File: src/rtl/cop0_regfile.sv
`default_nettype none
// +----------------------------------------------------------------------+
// | cop0_regfile: CP0 registers, Count/Compare timer, exception and ERET  |
// | Rev 1.0 - initial release                                             |
// +----------------------------------------------------------------------+
module cop0_regfile #(
  parameter int          COUNT_DIV    = 2,
  parameter logic [31:0] STATUS_RESET = 32'h0040_0000
) (
  input  logic        clk,
  input  logic        resetn,
  input  logic        req_valid,
  input  logic        req_write,
  input  logic [4:0]  req_rd,
  input  logic [2:0]  req_sel,
  input  logic [31:0] req_wdata,
  output logic        req_ready,
  output logic        resp_valid,
  output logic [31:0] resp_rdata,
  input  logic        exc_valid,
  input  logic [4:0]  exc_code,
  input  logic [31:0] exc_pc,
  input  logic        exc_bd,
  input  logic [31:0] exc_badvaddr,
  input  logic        eret,
  input  logic [5:0]  hw_int,
  output logic [31:0] epc,
  output logic        status_exl,
  output logic        int_pending
);

  localparam int c_tick_w = (COUNT_DIV > 1) ? $clog2(COUNT_DIV) : 1;
  localparam logic [c_tick_w-1:0] c_tick_last = c_tick_w'(COUNT_DIV - 1);

  localparam logic [0:0] c_st_idle = 1'b0;
  localparam logic [0:0] c_st_resp = 1'b1;

  logic [0:0]          r_state;
  logic [0:0]          w_state_nxt;
  logic [7:0]          r_im;
  logic                r_exl;
  logic                r_ie;
  logic                r_bd;
  logic                r_ti;
  logic [1:0]          r_ip_sw;
  logic [4:0]          r_exccode;
  logic [31:0]         r_epc;
  logic [31:0]         r_badvaddr;
  logic [31:0]         r_count;
  logic [31:0]         r_compare;
  logic [31:0]         r_rdata;
  logic [c_tick_w-1:0] r_tick;
  logic                r_int_pending;

  logic        w_accept;
  logic        w_wr;
  logic        w_wr_count;
  logic        w_wr_compare;
  logic        w_wr_status;
  logic        w_wr_cause;
  logic        w_wr_epc;
  logic        w_tick_wrap;
  logic [7:0]  w_ip;
  logic [31:0] w_status_rd;
  logic [31:0] w_cause_rd;
  logic [31:0] w_rd_data;

  assign w_accept     = (r_state == c_st_idle) & req_valid;
  assign w_wr         = w_accept & req_write & (req_sel == 3'd0);
  assign w_wr_count   = w_wr & (req_rd == 5'd9);
  assign w_wr_compare = w_wr & (req_rd == 5'd11);
  assign w_wr_status  = w_wr & (req_rd == 5'd12);
  assign w_wr_cause   = w_wr & (req_rd == 5'd13);
  assign w_wr_epc     = w_wr & (req_rd == 5'd14);
  assign w_tick_wrap  = (r_tick == c_tick_last);

  assign w_ip        = {hw_int[5] | r_ti, hw_int[4:0], r_ip_sw};
  assign w_status_rd = {9'd0, 1'b1, 6'd0, r_im, 6'd0, r_exl, r_ie};
  assign w_cause_rd  = {r_bd, r_ti, 14'd0, w_ip, 1'b0, r_exccode, 2'b00};

  always_comb begin
    w_rd_data = 32'd0;
    if (req_sel == 3'd0) begin
      case (req_rd)
        5'd8:    w_rd_data = r_badvaddr;
        5'd9:    w_rd_data = r_count;
        5'd11:   w_rd_data = r_compare;
        5'd12:   w_rd_data = w_status_rd;
        5'd13:   w_rd_data = w_cause_rd;
        5'd14:   w_rd_data = r_epc;
        default: w_rd_data = 32'd0;
      endcase
    end
  end

  // Access FSM: state register, next-state, outputs
  always_ff @(posedge clk) begin
    if (!resetn) r_state <= c_st_idle;
    else         r_state <= w_state_nxt;
  end

  always_comb begin
    w_state_nxt = r_state;
    case (r_state)
      c_st_idle: if (req_valid) w_state_nxt = c_st_resp;
      c_st_resp: w_state_nxt = c_st_idle;
      default:   w_state_nxt = c_st_idle;
    endcase
  end

  always_comb begin
    req_ready  = (r_state == c_st_idle);
    resp_valid = (r_state == c_st_resp);
  end

  assign resp_rdata = r_rdata;

  // Read data is captured before any same-edge write lands
  always_ff @(posedge clk) begin
    if (!resetn)       r_rdata <= 32'd0;
    else if (w_accept) r_rdata <= w_rd_data;
  end

  always_ff @(posedge clk) begin
    if (!resetn) begin
      r_count   <= 32'd0;
      r_compare <= 32'd0;
      r_tick    <= '0;
      r_ti      <= 1'b0;
    end else begin
      if (w_wr_count) begin
        r_count <= req_wdata;
        r_tick  <= '0;
      end else if (w_tick_wrap) begin
        r_count <= r_count + 32'd1;
        r_tick  <= '0;
      end else begin
        r_tick  <= r_tick + 1'b1;
      end
      if (w_wr_compare) r_compare <= req_wdata;
      if (w_wr_compare)
        r_ti <= 1'b0;
      else if (!w_wr_count && w_tick_wrap && ((r_count + 32'd1) == r_compare))
        r_ti <= 1'b1;
    end
  end

  // Exception beats ERET beats MTC0 on EXL/EPC/Cause
  always_ff @(posedge clk) begin
    if (!resetn) begin
      r_im       <= STATUS_RESET[15:8];
      r_exl      <= STATUS_RESET[1];
      r_ie       <= STATUS_RESET[0];
      r_bd       <= 1'b0;
      r_ip_sw    <= 2'b00;
      r_exccode  <= 5'd0;
      r_epc      <= 32'd0;
      r_badvaddr <= 32'd0;
    end else begin
      if (w_wr_status) begin
        r_im <= req_wdata[15:8];
        r_ie <= req_wdata[0];
      end
      if (w_wr_status && !exc_valid && !eret) r_exl <= req_wdata[1];
      if (w_wr_cause && !exc_valid) r_ip_sw <= req_wdata[9:8];
      if (w_wr_epc && !exc_valid) r_epc <= req_wdata;
      if (exc_valid) begin
        r_exl     <= 1'b1;
        r_exccode <= exc_code;
        if (!r_exl) begin
          r_epc <= exc_bd ? (exc_pc - 32'd4) : exc_pc;
          r_bd  <= exc_bd;
        end
        if ((exc_code == 5'd4) || (exc_code == 5'd5)) r_badvaddr <= exc_badvaddr;
      end else if (eret) begin
        r_exl <= 1'b0;
      end
    end
  end

  always_ff @(posedge clk) begin
    if (!resetn) r_int_pending <= 1'b0;
    else         r_int_pending <= r_ie & ~r_exl & (|(w_ip & r_im));
  end

  assign int_pending = r_int_pending;
  assign epc         = r_epc;
  assign status_exl  = r_exl;

endmodule
`default_nettype wire
File: config.mk
export PLATFORM = sky130hd
export DESIGN_NAME = cop0_regfile
export DESIGN_NICKNAME = d
export VERILOG_FILES = /design/src/rtl/cop0_regfile.sv
export SDC_FILE = /design/constraint.sdc
export NUM_CORES = 1
export LEC_CHECK = 0
export BUFFER_PORTS_ARGS = -buffer_cell sky130_fd_sc_hd__buf_2
export CORE_MARGIN = 2
export CORE_UTILIZATION = 45
export DETAILED_ROUTE_END_ITERATION = 10
export HOLD_SLACK_MARGIN = 0.12
export PLACE_DENSITY_LB_ADDON = 0.05
export SETUP_SLACK_MARGIN = 0.4
export SLEW_MARGIN = 30
export SYNTH_ARGS = -nofsm -noshare
export SYNTH_HDL_FRONTEND = slang
export SYNTH_SLANG_ARGS = --single-unit
File: constraint.sdc
create_clock -name clk -period 6.3 [get_ports clk]
set_input_delay 1.26 -clock clk [delete_from_list [all_inputs] [get_ports clk]]
set_output_delay 1.26 -clock clk [all_outputs]
set_load 0.01 [all_outputs]
* After elaboration in Yosys (flattened, before gate mapping)
Index checks and enable logic that the tools add are counted.
** Storage, ports and cells
- Logic and storage cells :: 73
- Input bits :: 122
- Output and inout port bits :: 68
- Bits in registers :: 182
** Cells by class
- Reduce and logical (&&, ||, !) cells :: 18
- Bitwise logic cells :: 15
- Mux-type cells :: 13
- Eq/ne operators :: 9
- $add $sub $neg :: 3
** Operators with widths (count)
- 32-bit two-way mux :: 7
- 32-bit case mux with 6 select lines :: 1
- 32-bit by 1-bit adder with 32-bit output, second input constant :: 1
- 32-bit equality test :: 1
- 32-bit by 3-bit subtractor with 32-bit output, second input constant :: 1
- 5-bit by 4-bit equality test with 1-bit output, second input constant :: 6
- 1-bit AND :: 10
- 5-bit by 3-bit equality test with 1-bit output, second input constant :: 2
- 8-bit AND :: 1
- 8-bit OR reduction :: 1
- 1-bit logical AND :: 6
- 1-bit two-way mux :: 4
- 2-bit AND reduction :: 2
- 1-bit zero test :: 3
- 3-bit zero test :: 1
- 1-bit inverter :: 3
- 3-bit nonzero test :: 1
- 3-bit OR reduction :: 1
- 1-bit case mux with 2 select lines :: 1
- 2-bit nonzero test :: 1
- 2-bit OR reduction :: 1
- 1-bit adder, second input constant :: 1
- 1-bit logical OR :: 1
- 1-bit bitwise OR :: 1

* Logic depth before layout (Yosys ltp)
Gate-level depths: netlist of run 1.
- Depth in word-level cells :: 10
- Depth in mapped cells :: 10
- Depth with buffers taken out :: 9

* Worst setup path before layout of run 1
Ideal clock, no wire load.
- Path kind :: input port to flip-flop
- From :: input exc_pc[10]
- To :: register r_epc[31] (netlist: epc[31])
- Setup slack :: 3.255 ns
- Stages on the path :: 7
- Setup time :: 0.133 ns
- Arrival :: 2.913 ns
- Required time :: 6.167 ns
- Buffers on the path :: 0
- Cell sequence :: or4_4 > nor2_4 > nand4_1 > nor3_2 > or3b_1 > xor2_1 > a21oi_1
** Between the ends
- Word-level cells in the longest chain between the ends :: 4
** RTL lines
- from (decl) :: line 22 : input logic [31:0] exc_pc,
- 32-bit by 3-bit subtractor with 32-bit output :: line 171 : r_epc <= exc_bd ? (exc_pc - 32'd4) : exc_pc;
- 32-bit two-way mux :: line 171
- 32-bit two-way mux :: line 170 : if (!r_exl) begin
- 32-bit two-way mux :: line 167 : if (exc_valid) begin
- to (signal assigned) :: line 166 : if (w_wr_epc && !exc_valid) r_epc <= req_wdata;
- to (signal assigned) :: line 171
- to (decl) :: line 47 : logic [31:0] r_epc;
No other way between the ends.
A chain may end at the register's enable or synchronous reset.

* Final worst setup path of run 1
- From :: input req_rd[0]
- To :: register r_ti
** Between the ends
- Word-level cells in the longest chain between the ends :: 5
- Elaborated cells on any way between the ends :: 8
- Those cells by class :: 2 x eq/ne; 2 x bitwise; 4 x reduce/logical
** RTL lines
- from (decl) :: line 14 : input logic [4:0] req_rd,
- 5-bit by 4-bit equality test with 1-bit output :: line 70 : assign w_wr_count = w_wr & (req_rd == 5'd9);
- 1-bit AND :: line 70
- 1-bit zero test :: line 143 : else if (!w_wr_count && w_tick_wrap && ((r_count + 32'd1) == r_compare))
- 1-bit logical AND (2 in a row) :: line 143
- to (signal assigned) :: line 129 : r_ti <= 1'b0;
- to (signal assigned) :: line 142 : r_ti <= 1'b0;
- to (signal assigned) :: line 144 : r_ti <= 1'b1;
- to (decl) :: line 44 : logic r_ti;
Several ways; a longest one is shown, not always the timed one.

==> results of run 1 <==
[through the flow]
stage | util | power [W] | cell area, µm²
2_1_floorplan | - | 0.00133 | 9860
3_3_place_gp | 0.501 | 0.00145 | 10900
3_5_place_dp | 0.501 | 0.00145 | 10900
4_1_cts | 0.528 | 0.00251 | 11400
5_1_grt | 0.528 | 0.00258 | 11500
6_report | 0.528 | 0.00250 | 11500
[worst max-delay path: stages]
cell	delay [ns]
buf_2	0.11
buf_4	0.31
and3b_1	0.29
nor3b_2	0.15
buf_4	0.25
nand2_1	0.09
buf_4	0.35
nand3_1	0.16
nor4_2	0.28
nand4_1	0.18
or4_1	0.45
o31ai_2	0.17
[layer usage]
metal | global-route usage | vias up | part of all wire
met5 | 0 | - | 0
met4 | 0.151 | 0 | 0.051
met3 | 0.0394 | 84 | 0.042
met2 | 0.500 | 307 | 0.50
met1 | 0.338 | 4533 | 0.41
li1 | - | 4642 | -
[registers in the layout (all words and copies together), names as in the netlist, 2 cells and up]
name / cells
r_count: 32
r_ip_sw: 2
r_exccode: 5
resp_rdata: 32
r_im: 8
r_compare: 32
r_badvaddr: 32
epc: 32
[where the power goes]
group / total (W) / internal [W] / switching (W)
logic: 0.000225 / 0.0000854 / 0.000140
clock network: 0.00107 / 0.000595 / 0.000477
registers: 0.00120 / 0.00117 / 0.0000273
[final cells by class]
| type | instances | area share |
|---|---|---|
| Multi-Input combinational cell | 961 | 0.507 |
| Sequential cell | 182 | 0.318 |
| Timing Repair Buffer | 203 | 0.0921 |
| Clock buffer | 20 | 0.0390 |
| Tap cell | 280 | 0.0306 |
| Clock inverter | 12 | 0.0111 |
| Inverter | 6 | 0.00219 |
[synthesized netlist by cell type (3+ instances only)]
cell | count | share of area
mux2_2 | 10 | 0.011
xor2_1 | 55 | 0.049
and3_1 | 13 | 0.0082
a311oi_1 | 26 | 0.023
a31oi_1 | 3 | 0.0019
and4_1 | 3 | 0.0027
buf_4 | 3 | 0.0023
a21oi_1 | 124 | 0.063
nor2_1 | 172 | 0.065
a221oi_1 | 16 | 0.014
or3_1 | 6 | 0.0038
nor4_1 | 10 | 0.0063
buf_1 | 7 | 0.0027
inv_1 | 5 | 0.0019
nor3b_1 | 3 | 0.0023
a22oi_1 | 15 | 0.011
o22ai_1 | 11 | 0.0070
nand3_1 | 50 | 0.025
mux2i_1 | 62 | 0.063
buf_2 | 21 | 0.011
xnor2_1 | 47 | 0.042
dfxtp_1 | 182 | 0.37
o21ai_0 | 24 | 0.012
a221o_1 | 7 | 0.0071
nand4_1 | 20 | 0.013
a211oi_1 | 29 | 0.022
or4_1 | 3 | 0.0023
clkbuf_1 | 73 | 0.028
nand2_1 | 185 | 0.070
nor2b_1 | 6 | 0.0038
nand2b_1 | 6 | 0.0038
nor3_1 | 14 | 0.0071
[final timing paths]
kind / from / cells past startpoint / slack [ns] / endpoint
worst max-delay path: req_rd[0] / 12 / 2.55 / r_ti
worst min-delay path: r_badvaddr[15] / 2 / 0.46 / r_badvaddr[15]
worst max register to register: resp_valid / 9 / 3.08 / epc[28]
worst min register to register: r_badvaddr[15] / 2 / 0.46 / r_badvaddr[15]
[logic make-up after synthesis]
group	count (synthesis)
flip-flops	182
AND/OR/NAND/NOR	521
buffers and inverters	110
adder cells (fa/ha/maj)	2
multiplexers	72
XOR/XNOR	102
AO/OA/AOI/OAI	264
==> impl_metrics.yaml, run 1 <==
timing:
  final_worst_slack_ns: 2.55
  timing.final.crit_share: 0.594
  timing.clock.skew_ns: 0.0103
  rsz0062_at_grt: "false"
  tightest_slew_ns: 0.888
  final.hold.worst_slack_ns: 0.459
  fin_setup_tns_ns: 0
  final.min_clock_period_ns: 3.75
  setup_viol: 0
  slew_headroom: 0.408
  max_freq_mhz: 267
  hold_viol_final: 0
  maxSlewViolCount: 0
yosys:
  synth_top_family_by_area: "simple AND/OR/NAND/NOR gates"
  synth-compound-area-share: 0.170
  seq_area_frac_synth: 0.369
  synth_cells: 1253
  post_synth_xor_area_fraction: 0.0906
  ffs_latches_synth: 182
  postSynthNetCount: 1377
  yosys_most_used_dff: "dfxtp_1"
  post_synth_edffs: 0
  yosys-mux-area-fraction: 0.0743
  synth_fa_ha_area_frac: 0.00254
  ys_types: 62
  ys_async_rst_share: 0
  yosys_warnings: 0
  postSynthAreaPerCell_um2: 7.87
  synth-simple-area-share: 0.248
  synthesis.area_um2: 9860
clocking:
  path_clk_slew_ns: 0.07
  htreeDepth: 4
  tritoncts.num_buffers: 17
  cts.repair.resized: 0
  cts_max_path_buffers: 2
  count_of_buffers_added_by_post_cts_timing_repair_for_setup: 0
  tritoncts: "yes"
  post_cts_hold_buffer_count: 0
  clockRootBuffer: "clkbuf_16"
  cts_num_sinks: 182
  insertion_delay_to_the_later_sink_of_the_worst_skew_pair_ns: 0.44
routing:
  postRouteAntennaNets: 0
  firstDrtPassIters: 6
  detail_route.drc_violations: 0
  via_count: 9566
  avgViaCountPerCell: 5.75
  drtIter0Drc: 740
  avgRoutedWirePerCell_um: 20.1
  totalWireLength_mm: 33.4
final_layout:
  post_route_cells_drive_above_1_share: 0.198
  antenna-diode-count: 0
  multiInputGateArea_um2: 5800
  instances_no_fill: 1664
  final-seq-area_um2: 3640
  design.final.nets: 1495
  areaGrowthSynthToFinish_pct: 16.1
  layout_commonest_cell: "buf_2"
  mostFrequentLayoutCells: "buf_2, nand2_1, dfxtp_1, nor2_1, a21oi_1"
  final.fill_count: 2198
global_route:
  global_route.overflow_total: 0
  first_global_vias: 9180
  groute.usage.overall: 0.285
  grt_antenna_before_repair: 0
  grt_pass1_wl_mm: 51.3
  maximum_number_of_pins_on_one_net_before_global_route_repair: 102
floorplan:
  dieArea_um2: 23100
  core.rowCount: 54
  fp.coreArea_um2: 21700
  die_height_um: 152
  floorplan.initialDensity: 0.455
  boundaryPins: 190
  fp.dieW_um: 152
critical_path:
  cp-end-kind: "flop"
  path_max_fanout: 35
  crit_required_ns: 6.65
  type_of_element_launching_the_critical_path: "input port"
  timing.setup.critical_path_class: "in2reg"
  data_arrival_time_of_the_critical_path_ns: 4.10
placed_design:
  pre_cts_slack_ns: 1.48
  port_buffers: 189
  dp.cells: 1632
  gp_congestion: 0.912
  dp_hpwl_mm: 25.0
power_and_ir_drop:
  power.static_leakage_nw: 4.39
  vdd_drop_max_v: 0.000147
  power_per_cell_area_nw_per_um2: 218
worst_hold_path:
  timing.hold.worst.class: "reg2reg"
flow_run:
  max_cap_viol_count: 0
outcome:
  status: "finished, final reports clean"
Power figures use the tool's default switching activity.
==> inputs of run 2 (changes only) <==
--- a/config.mk
+++ b/config.mk
@@ -5,6 +5,7 @@
 export SDC_FILE = /design/constraint.sdc
 export NUM_CORES = 1
 export LEC_CHECK = 0
+export ABC_AREA = 1
 export BUFFER_PORTS_ARGS = -buffer_cell sky130_fd_sc_hd__buf_2
 export CORE_MARGIN = 2
 export CORE_UTILIZATION = 45
==> constraint.sdc (replaced) <==
create_clock -name clk -period 3.2 [get_ports clk]
set_input_delay 0.64 -clock clk [delete_from_list [all_inputs] [get_ports clk]]
set_output_delay 0.64 -clock clk [all_outputs]
set_load 0.01 [all_outputs]
==> run 2 against run 1 <==
First-iteration DRC count is 48% higher. Synthesized cell count grew 28%. Flip-flop and latch count unchanged. Design area increased by 4.9%. Clock-buffer cell count fell by 3. Clock skew is 0.0026 ns higher. Highest routed layer unchanged. Sequential share of layout area shrank 1.5 points. Critical endpoint unchanged. Via count rose by 21%. Combinational power rose by 120%. Critical path type is now reg2reg. Total power increased by 100%. Die area is 3.4% higher. Global-route usage rose by 6.5 points.
==> impl_metrics.yaml, run 2 <==
final_layout:
  antenna-diode-count: 0
  design.final.nets: 1890
  areaGrowthSynthToFinish_pct: 17.6
  mostFrequentLayoutCells: "nand2_1, buf_2, dfxtp_1, inv_1, nor2_1"
  layout_commonest_cell: "nand2_1"
  post_route_cells_drive_above_1_share: 0.163
  final.fill_count: 2353
yosys:
  ffs_latches_synth: 182
  post_synth_edffs: 0
  ys_types: 46
  postSynthNetCount: 1730
  synthDominantCellAreaShare: 0.357
  postSynthAreaPerCell_um2: 6.36
  ys_async_rst_share: 0
  yosys_most_used_dff: "dfxtp_1"
  yosys.cell_count.top_type: "nand2_1"
  seq_area_frac_synth: 0.357
  synth_top_cells_by_count: "nand2_1, dfxtp_1, inv_1, nor2_1, o21ai_0"
  synth_cells: 1606
  synth.largest_area_cell: "dfxtp_1"
  yosys_warnings: 0
  yosys-top-cells-area: "dfxtp_1, nand2_1, o21ai_0"
  synthesis.area_um2: 10200
floorplan:
  fp.dieW_um: 155
  die_height_um: 155
  core.rowCount: 55
  floorplan.initialDensity: 0.455
  boundaryPins: 190
  fp.coreArea_um2: 22400
  dieArea_um2: 23900
routing:
  wl_met3_mm: 3.00
  avgViaCountPerCell: 5.60
  detail_route.drc_violations: 0
  avgRoutedWirePerCell_um: 20.3
  wirelength_met1_mm: 19.6
  max_used_layer: "met4"
  drtIter0Drc: 1098
  via_count: 11600
  postRouteAntennaNets: 0
  met2_routed_wl_mm: 18.3
  firstDrtPassIters: 6
  totalWireLength_mm: 42.0
global_route:
  grt_pass1_wl_mm: 63.3
  first_global_vias: 10600
  grt_antenna_before_repair: 0
  groute.usage.overall: 0.350
  maximum_number_of_pins_on_one_net_before_global_route_repair: 103
  global_route.overflow_total: 0
timing:
  tightest_slew_ns: 0.684
  fin_setup_tns_ns: 0
  maxSlewViolCount: 0
  final.min_clock_period_ns: 2.50
  final_worst_slack_ns: 0.698
  rsz0062_at_grt: "false"
  slew_headroom: 0.543
  setup_viol: 0
  max_freq_mhz: 400
  timing.clock.skew_ns: 0.0129
  timing.final.crit_share: 0.782
  hold_viol_final: 0
clocking:
  cts.repair.resized: 0
  count_of_buffers_added_by_post_cts_timing_repair_for_setup: 0
  cts_max_path_buffers: 2
  htreeDepth: 4
  insertion_delay_to_the_later_sink_of_the_worst_skew_pair_ns: 0.45
  clockRootBuffer: "clkbuf_16"
  tritoncts: "yes"
  tritoncts.num_buffers: 17
  post_cts_hold_buffer_count: 0
  path_clk_slew_ns: 0.08
  cts_num_sinks: 182
placed_design:
  port_buffers: 189
  pre_cts_slack_ns: 0.594
  dp_hpwl_mm: 32.5
  gp_congestion: 0.985
critical_path:
  cp-end-kind: "flop"
  data_arrival_time_of_the_critical_path_ns: 2.88
  path_max_fanout: 8
  type_of_element_launching_the_critical_path: "flop"
  regToRegStartpoint: "r_count[1]"
  timing.setup.critical_path_class: "reg2reg"
  crit_required_ns: 3.58
  crit_path_start: "r_count[1]"
  rrSetupSlack_ns: 0.70
flow_run:
  max_cap_viol_count: 0
power_and_ir_drop:
  power.static_leakage_nw: 5.08
  power_per_cell_area_nw_per_um2: 418
  vdd_drop_max_v: 0.000265
worst_hold_path:
  timing.hold.worst.class: "in2reg"
  min-delay-start: "exc_badvaddr[15]"
outcome:
  status: "finished, final reports clean"
run 2: path summary, 6_finish.rpt:
kind               endpoint  depth (start not counted)
max                    r_ti                         13
min          r_badvaddr[15]                          3
max reg2reg            r_ti                         13
min reg2reg  r_badvaddr[26]                          2
run 2: area by class of cell:
| class | count | area [µm²] | share of cell area |
|---|---|---|---|
| Clock inverter | 15 | 160 | 0.0133 |
| Sequential cell | 182 | 3640 | 0.303 |
| Tap cell | 285 | 357 | 0.0297 |
| Multi-Input combinational cell | 1173 | 5620 | 0.468 |
| Clock buffer | 17 | 425 | 0.0354 |
| Timing Repair Buffer | 209 | 1120 | 0.0933 |
| Inverter | 183 | 687 | 0.0572 |
run 2: report_power, final:
| part | internal [W] | switching (W) | total [W] |
|---|---|---|---|
| Combinational | 0.000164 | 0.000325 | 0.000489 |
| Clock | 0.00111 | 0.00106 | 0.00217 |
| Sequential | 0.00231 | 0.0000478 | 0.00236 |
run 2: layer usage:
layer | vias to the layer above | global-route usage
li1 | 5647 | -
met1 | 5384 | 0.513
met2 | 474 | 0.532
met3 | 57 | 0.0493
met4 | 0 | 0.108
met5 | - | 0
run 2: critical path: stages (launching register included):
cell and delay, ns:
dfxtp_1 0.43, ha_1 0.25, nand2_2 0.10, nor2_4 0.27
nand3_2 0.17, nor2_1 0.32, nand2_1 0.12, nand3_1 0.11
nand2_1 0.06, nor2_1 0.08, nand2_1 0.06, nor2_1 0.14
nand3_1 0.16, a21oi_2 0.15
run 2: through the flow:
stage / hold WS [ns] / area [µm²] / std cells / total power [W] / util
after global placement: 0.442 / 11400 / 2032 / 0.00289 / 0.509
after CTS: 0.405 / 12000 / 2064 / 0.00502 / 0.536
after detailed placement: 0.449 / 11400 / 2032 / 0.00289 / 0.509
after floorplan: 0.430 / 10200 / 1606 / 0.00263 / -
final: 0.410 / 12000 / 2064 / 0.00502 / 0.536
after global routing: 0.417 / 12000 / 2064 / 0.00516 / 0.536
run 2: cell families after synthesis:
kind of cell	count (synthesis)	synth area share
AOI/OAI and AO/OA	392	0.215
xor gates and xnor gates	6	0.00784
adders and majority gates	2	0.00245
buffers and inverters	251	0.0940
DFF	182	0.357
and+or+nand+nor	773	0.324
